## src/rtl/dataflow_deadlock_monitor.sv

```systemverilog
// Runtime stall/deadlock watchdog for a linear chain of dataflow processes.
// Flags adjacent producer/consumer wait pairs or whole-chain stalls that persist, and latches a record.
module dataflow_deadlock_monitor #(
    parameter int NUM_PROC = 4,
    parameter int CNT_W    = 16,
    parameter int TS_W     = 32,
    parameter int IDX_W    = 2
) (
    input  logic                clk_i,
    input  logic                rst_i,
    input  logic                enable_i,
    input  logic                clear_i,
    input  logic [CNT_W-1:0]    threshold_i,
    input  logic [NUM_PROC-1:0] blk_in_i,
    input  logic [NUM_PROC-1:0] blk_out_i,
    output logic                dl_detect_o,
    output logic [1:0]          dl_kind_o,
    output logic [NUM_PROC-2:0] dl_mask_o,
    output logic [IDX_W-1:0]    dl_origin_o,
    output logic [TS_W-1:0]     dl_time_o,
    output logic [1:0]          state_o
);

    typedef enum logic [1:0] {
        ST_IDLE  = 2'b00,
        ST_ARMED = 2'b01,
        ST_DET   = 2'b10
    } state_t;

    localparam logic [CNT_W-1:0] CNT_MAX = {CNT_W{1'b1}};

    state_t              state_q;
    logic [CNT_W-1:0]    pc_q, gc_q;
    logic [CNT_W-1:0]    pc_d, gc_d;
    logic [NUM_PROC-2:0] pm_q;
    logic [TS_W-1:0]     ts_q;
    logic                dl_detect_q;
    logic [1:0]          dl_kind_q;
    logic [NUM_PROC-2:0] dl_mask_q;
    logic [IDX_W-1:0]    dl_origin_q;
    logic [TS_W-1:0]     dl_time_q;

    logic [NUM_PROC-2:0] pair_mask;
    logic [NUM_PROC-1:0] proc_blk;
    logic                all_blk;
    logic                active;
    logic                pair_hit;
    logic                global_hit;
    logic [CNT_W-1:0]    thr_eff;
    logic [IDX_W-1:0]    origin_d;

    // Process i waits on a full output while its consumer i+1 waits on an empty input.
    generate
        for (genvar gi = 0; gi < NUM_PROC - 1; gi++) begin : g_pair
            assign pair_mask[gi] = blk_out_i[gi] & blk_in_i[gi+1];
        end
        for (genvar gi = 0; gi < NUM_PROC; gi++) begin : g_blk
            assign proc_blk[gi] = blk_in_i[gi] | blk_out_i[gi];
        end
    endgenerate

    assign all_blk = &proc_blk;
    assign thr_eff = (threshold_i == '0) ? CNT_W'(1) : threshold_i;
    assign active  = enable_i && (state_q != ST_DET);

    always_comb begin
        pc_d = '0;
        if (active && (pair_mask != '0)) begin
            if (pair_mask != pm_q) begin
                pc_d = CNT_W'(1);
            end else if (pc_q == CNT_MAX) begin
                pc_d = pc_q;
            end else begin
                pc_d = pc_q + 1'b1;
            end
        end
    end

    always_comb begin
        gc_d = '0;
        if (active && all_blk) begin
            gc_d = (gc_q == CNT_MAX) ? gc_q : gc_q + 1'b1;
        end
    end

    // Comparing the post-edge count makes threshold N fire on the N-th sampling edge.
    assign pair_hit   = active && (pc_d >= thr_eff);
    assign global_hit = active && (gc_d >= thr_eff);

    always_comb begin
        origin_d = '0;
        for (int i = NUM_PROC - 2; i >= 0; i--) begin
            if (pair_mask[i]) begin
                origin_d = IDX_W'(i);
            end
        end
    end

    always_ff @(posedge clk_i or posedge rst_i) begin
        if (rst_i) begin
            state_q     <= ST_IDLE;
            pc_q        <= '0;
            gc_q        <= '0;
            pm_q        <= '0;
            ts_q        <= '0;
            dl_detect_q <= 1'b0;
            dl_kind_q   <= 2'b00;
            dl_mask_q   <= '0;
            dl_origin_q <= '0;
            dl_time_q   <= '0;
        end else begin
            ts_q <= ts_q + 1'b1;
            if (clear_i) begin
                state_q     <= ST_IDLE;
                pc_q        <= '0;
                gc_q        <= '0;
                pm_q        <= '0;
                dl_detect_q <= 1'b0;
                dl_kind_q   <= 2'b00;
                dl_mask_q   <= '0;
                dl_origin_q <= '0;
                dl_time_q   <= '0;
            end else begin
                case (state_q)
                    ST_DET: begin
                        pc_q <= '0;
                        gc_q <= '0;
                        pm_q <= '0;
                    end
                    default: begin
                        pm_q <= active ? pair_mask : '0;
                        if (pair_hit) begin
                            state_q     <= ST_DET;
                            pc_q        <= '0;
                            gc_q        <= '0;
                            dl_detect_q <= 1'b1;
                            dl_kind_q   <= 2'b01;
                            dl_mask_q   <= pair_mask;
                            dl_origin_q <= origin_d;
                            dl_time_q   <= ts_q;
                        end else if (global_hit) begin
                            state_q     <= ST_DET;
                            pc_q        <= '0;
                            gc_q        <= '0;
                            dl_detect_q <= 1'b1;
                            dl_kind_q   <= 2'b10;
                            dl_mask_q   <= '0;
                            dl_origin_q <= '0;
                            dl_time_q   <= ts_q;
                        end else begin
                            pc_q    <= pc_d;
                            gc_q    <= gc_d;
                            state_q <= (active && ((pair_mask != '0) || all_blk)) ? ST_ARMED : ST_IDLE;
                        end
                    end
                endcase
            end
        end
    end

    assign dl_detect_o = dl_detect_q;
    assign dl_kind_o   = dl_kind_q;
    assign dl_mask_o   = dl_mask_q;
    assign dl_origin_o = dl_origin_q;
    assign dl_time_o   = dl_time_q;
    assign state_o     = state_q;

endmodule

```

## config.mk

```make
export PLATFORM = sky130hd
export DESIGN_NAME = dataflow_deadlock_monitor
export DESIGN_NICKNAME = d
export VERILOG_FILES = /design/src/rtl/dataflow_deadlock_monitor.sv
export SDC_FILE = /design/constraint.sdc
export NUM_CORES = 1
export LEC_CHECK = 0
export ABC_CLOCK_PERIOD_IN_PS = 8860
export CAP_MARGIN = 25
export CORE_ASPECT_RATIO = 0.5
export CORE_UTILIZATION = 61
export DETAILED_ROUTE_END_ITERATION = 12
export PLACE_DENSITY_LB_ADDON = 0.08
export REMOVE_ABC_BUFFERS = 1
export SLEW_MARGIN = 0
export SYNTH_ARGS = -nofsm -noshare
export SYNTH_HDL_FRONTEND = slang
export SYNTH_SLANG_ARGS = --single-unit
```

## constraint.sdc

```tcl
create_clock -name clk_i -period 8.86 [get_ports clk_i]
set_clock_uncertainty 0.1 [all_clocks]
set_input_delay 2.658 -clock clk_i [delete_from_list [all_inputs] [get_ports clk_i]]
set_output_delay 2.658 -clock clk_i [all_outputs]
set_load 0.005 [all_outputs]
```

==> results.txt <==
* Clk sink count: between 100 and 150
* Gates resized, CTS repair: 0
* Die area: roughly 0.010 mm²
* Clk_lat worst skew: between 0.3 and 0.4 ns
- Sequential share of power: 0.526
- DP Cell Count: ~800
- For this run, the number of Yosys warnings is 0.
- Outcome: complete, no violations
- The clock tree synthesis step divided the H-tree into 3 levels.
- Detailed-placement wirelength estimate: ~9.6 mm
- Capture instance of the worst register-to-register path: dl_time_o[13]$_DFFE_PP0P_
* Internal Power: between 0.7 and 0.8 mW
* Launch point of the worst hold path: ts_q[0]$_DFF_PP0_
- Clock transition at the registers of the reported paths: 0.08 ns
- After the last flow step, the layout net total stands at around 760.
- Yosys mapped a number of flops with a built-in enable equal to 0.
- Layout-stage area growth over the synthesis result: 17.5%
- In the final routed layout, each cell accounts on average for around 16 µm.
- Final hold violation count: 0
- Setup repair after global routing left no endpoint under its margin.
* Maximum count of clock buffers along a single path: 2
- The routed design has between 10 and 15 mm of wire.
- Fraction of final layout cells with drive strength greater than 1: 0.0470
- Utilization after layout: 0.749
- Number of vias per cell: ~5.7
- Of the total power, the clock network draws 0.410.
- At the pin with the least slew margin, the transition time is approximately 0.93 ns.
- Overall power consumption after layout is estimated at between 0.9 and 1 mW.
* Area after DPL: 0.00690 mm²
- Cell Count, Final, Fillers Out: around 840
- In this run the static leakage power is ~3.4 nW.
- Startpoint kind of the worst setup timing path: input pin
- Of the total power, combinational logic draws 0.064.
- Among all flip-flop cells after synthesis, the most frequent one is dfrtp_1.
- The first detailed-routing pass took 5 iterations.
- The detailed router finished its first iteration with 322 violations.
* Share of the cycle needed by the critical path after routing: 0.752
- The congestion estimate from routability-driven global placement came to between 0.9 and 1.
* Worst Path Required: approximately 9 ns
* Die height: 72.8 µm
- Horizontal extent of the die: 144 µm
- Setup slack closes at roughly 2.2 ns.
- In this run the clock root is driven by a clkbuf_16.
- Number of buffers created by CTS: 9
- The setup check on the worst reg-to-reg path leaves a slack of approximately 4.2 ns.
* Sw power: between 0.2 and 0.25 mW
- Data on the critical path arrives at its endpoint at just under 7 ns.
- Number of antenna violations at the first check in global routing: 0
- Pin count of the biggest net entering global routing: 76
- Total core area: 0.00960 mm²
- Total number of vias: a little under 5000
* Final Setup Violations: 0
* Cells on worst reg2reg path: 15
* Headroom to the max-slew limit: 0.380
- In this run the cell area of the synthesized design comes to 0.00612 mm².
* Hold/Removal Path Class: reg2reg
- Total I/O pin count: 70
* Starting Density: 0.637
- After clock tree synthesis, the setup repair step added 0 buffers.
* Fillcell total: between 700 and 800
- Number of pins with negative max-slew slack in the final report: 0
* Number of antenna cells inserted: 0
* Clock tree from TritonCTS: done
* Category of the critical setup timing path: in2reg
- Derived from the worst setup path, the maximum achievable clock frequency is between 150 and 200 MHz.
- The worst path needs 6.66 ns of the cycle, external delays included.
- Final global-route overflow total: 0
- Endpoint of the worst hold-timing path: ts_q[0]$_DFF_PP0_
- Post-synth cell types: a little over 50
- MaxCap Viol Count: 0
* Min Hold Slack: around 0.37 ns
- The worst setup path is captured at a register.
* Pwr per Cell Area: approximately 130 mW/mm²
- Worst flop-to-flop path startpoint: gc_q[0]$_DFF_PP0_
- Pre-CTS setup slack: ~1.7 ns
- Number of buffers added to fix hold violations after cts: 0
- Wire length of the first global-routing pass: approximately 22 mm
- Synthesis produced a netlist whose cell count is about 640.
- Row count: 25
- GRT Total Usage: 0.280
* Cell depth of the worst hold path: 1
- Residual antenna-violating net count after detailed routing: 0
* Setup_tns: 0 ns
- Async set-reset flop share out of synthesis: 1.00
* Number of synthesized register bits: ~110
* Via count of the first global-routing pass: ~4600
- Sequential fraction of the synthesis area: 0.446
* Final cell area excluding filler cells: between 0.007 and 0.008 mm²
* Crit path max fanout: 23
* Net switching share of the total power: 0.245
- For this run, design rule violations remaining after detail routing come to 0.
* Worst supply voltage drop on vdd: ~85 µV
- Post-Synthesis Mean Instance Area: around 9.6 µm²
- Input and output buffers added on the ports amount to 69.
power groups by stage:
stage          Clock [mW]  Sequential, mW  Combinational [mW]
3_3_place_gp            0           0.509              0.0597
5_1_grt             0.414           0.499              0.0685
2_1_floorplan           0           0.509              0.0311
6_report            0.389           0.499              0.0612
4_1_cts             0.396           0.499              0.0614
3_5_place_dp            0           0.509              0.0605
cell usage after synthesis, drive strengths merged (4+ instances only):
cell type,instances,area share
nand4,9,0.010
nor3,37,0.033
and4,5,0.0072
nand2b,41,0.042
clkbuf,14,0.0086
and2,4,0.0041
nor4,8,0.011
mux2i,37,0.061
xnor2,36,0.052
inv,25,0.015
o21ai,17,0.015
buf,8,0.012
nand3,27,0.023
nand2,76,0.047
dfrtp,109,0.45
nor2,44,0.027
and3,28,0.029
a21oi,25,0.022
or3,4,0.0041
ha,35,0.072
xor2,14,0.020
placed cells by master (no fill, tap or decap), types with 4 or more instances in the layout:
master,instances
dfrtp_1,109
a21oi_1,24
nand3_1,26
xnor2_1,36
xor2_1,14
o21ai_0,16
buf_4,5
nor4_1,7
and4_1,5
nor3_1,35
clkbuf_16,9
clkdlybuf4s50_1,69
and3_1,27
or3_1,4
ha_1,35
nand4_1,8
nand2_1,76
inv_1,24
nand2b_1,41
nor2_1,43
mux2i_1,37
layer usage:
layer / routed length (µm) / up-vias / GRT usage
li1: - / 2327 / -
met1: 6350 / 2322 / 0.372
met2: 6310 / 128 / 0.461
met3: 807 / 24 / 0.0650
met4: 208 / 0 / 0.0887
met5: 0 / - / 0
final cells by class:
type | instances | area (µm²) | area share
inverter | 25 | 96.3 | 0.0134
sequential | 109 | 2730 | 0.379
timing repair buffer | 74 | 728 | 0.101
clock buffer | 9 | 225 | 0.0313
multi-input combinational | 479 | 3180 | 0.443
tap | 135 | 169 | 0.0235
clock inverter | 6 | 57.6 | 0.00801
registers in the layout, indices dropped and copies added, names as in the netlist:
name         count
dl_time_o       32
gc_q            16
dl_detect_o      1
ts_q            32
pm_q             3
state_o          2
pc_q            16
dl_origin_o      2
dl_kind_o        2
dl_mask_o        3
worst max-delay path, stage by stage:
cell             delay, ns
clkdlybuf4s50_1       0.50
nand2_1               0.21
or3_1                 0.68
a21oi_1               0.29
ha_1                  0.28
a211o_1               0.29
a31oi_1               0.17
o31a_1                0.16
o211ai_1              0.18
o21ai_4               0.64
buf_4                 0.47
mux2i_1               0.27
worst max-delay path by stage:
stage,start,depth (start not counted),endpoint,slack (ns)
global route,enable_i,12,dl_time_o[15]$_DFFE_PP0P_,1.96
CTS,blk_in_i[1],14,dl_time_o[13]$_DFFE_PP0P_,2.05
global placement,blk_in_i[1],14,dl_time_o[27]$_DFFE_PP0P_,1.90
floorplan,blk_in_i[1],12,gc_q[10]$_DFF_PP0_,2.33
finish,enable_i,12,dl_time_o[13]$_DFFE_PP0P_,2.20
detailed placement,blk_in_i[1],14,dl_time_o[15]$_DFFE_PP0P_,1.68
cell families (layout without fill, tap and decap cells):
group / after synthesis / after routing / synth area share
AO/OA/AOI/OAI: 66 / 66 / 0.0689
XOR/XNOR: 50 / 50 / 0.0716
adder cells (fa/ha/maj): 35 / 35 / 0.0716
buffers and inverters: 47 / 114 / 0.0356
flip-flops: 109 / 109 / 0.446
multiplexers: 37 / 37 / 0.0605
AND/OR/NAND/NOR: 291 / 291 / 0.246
Note: power is estimated with default switching activity, not from simulation.
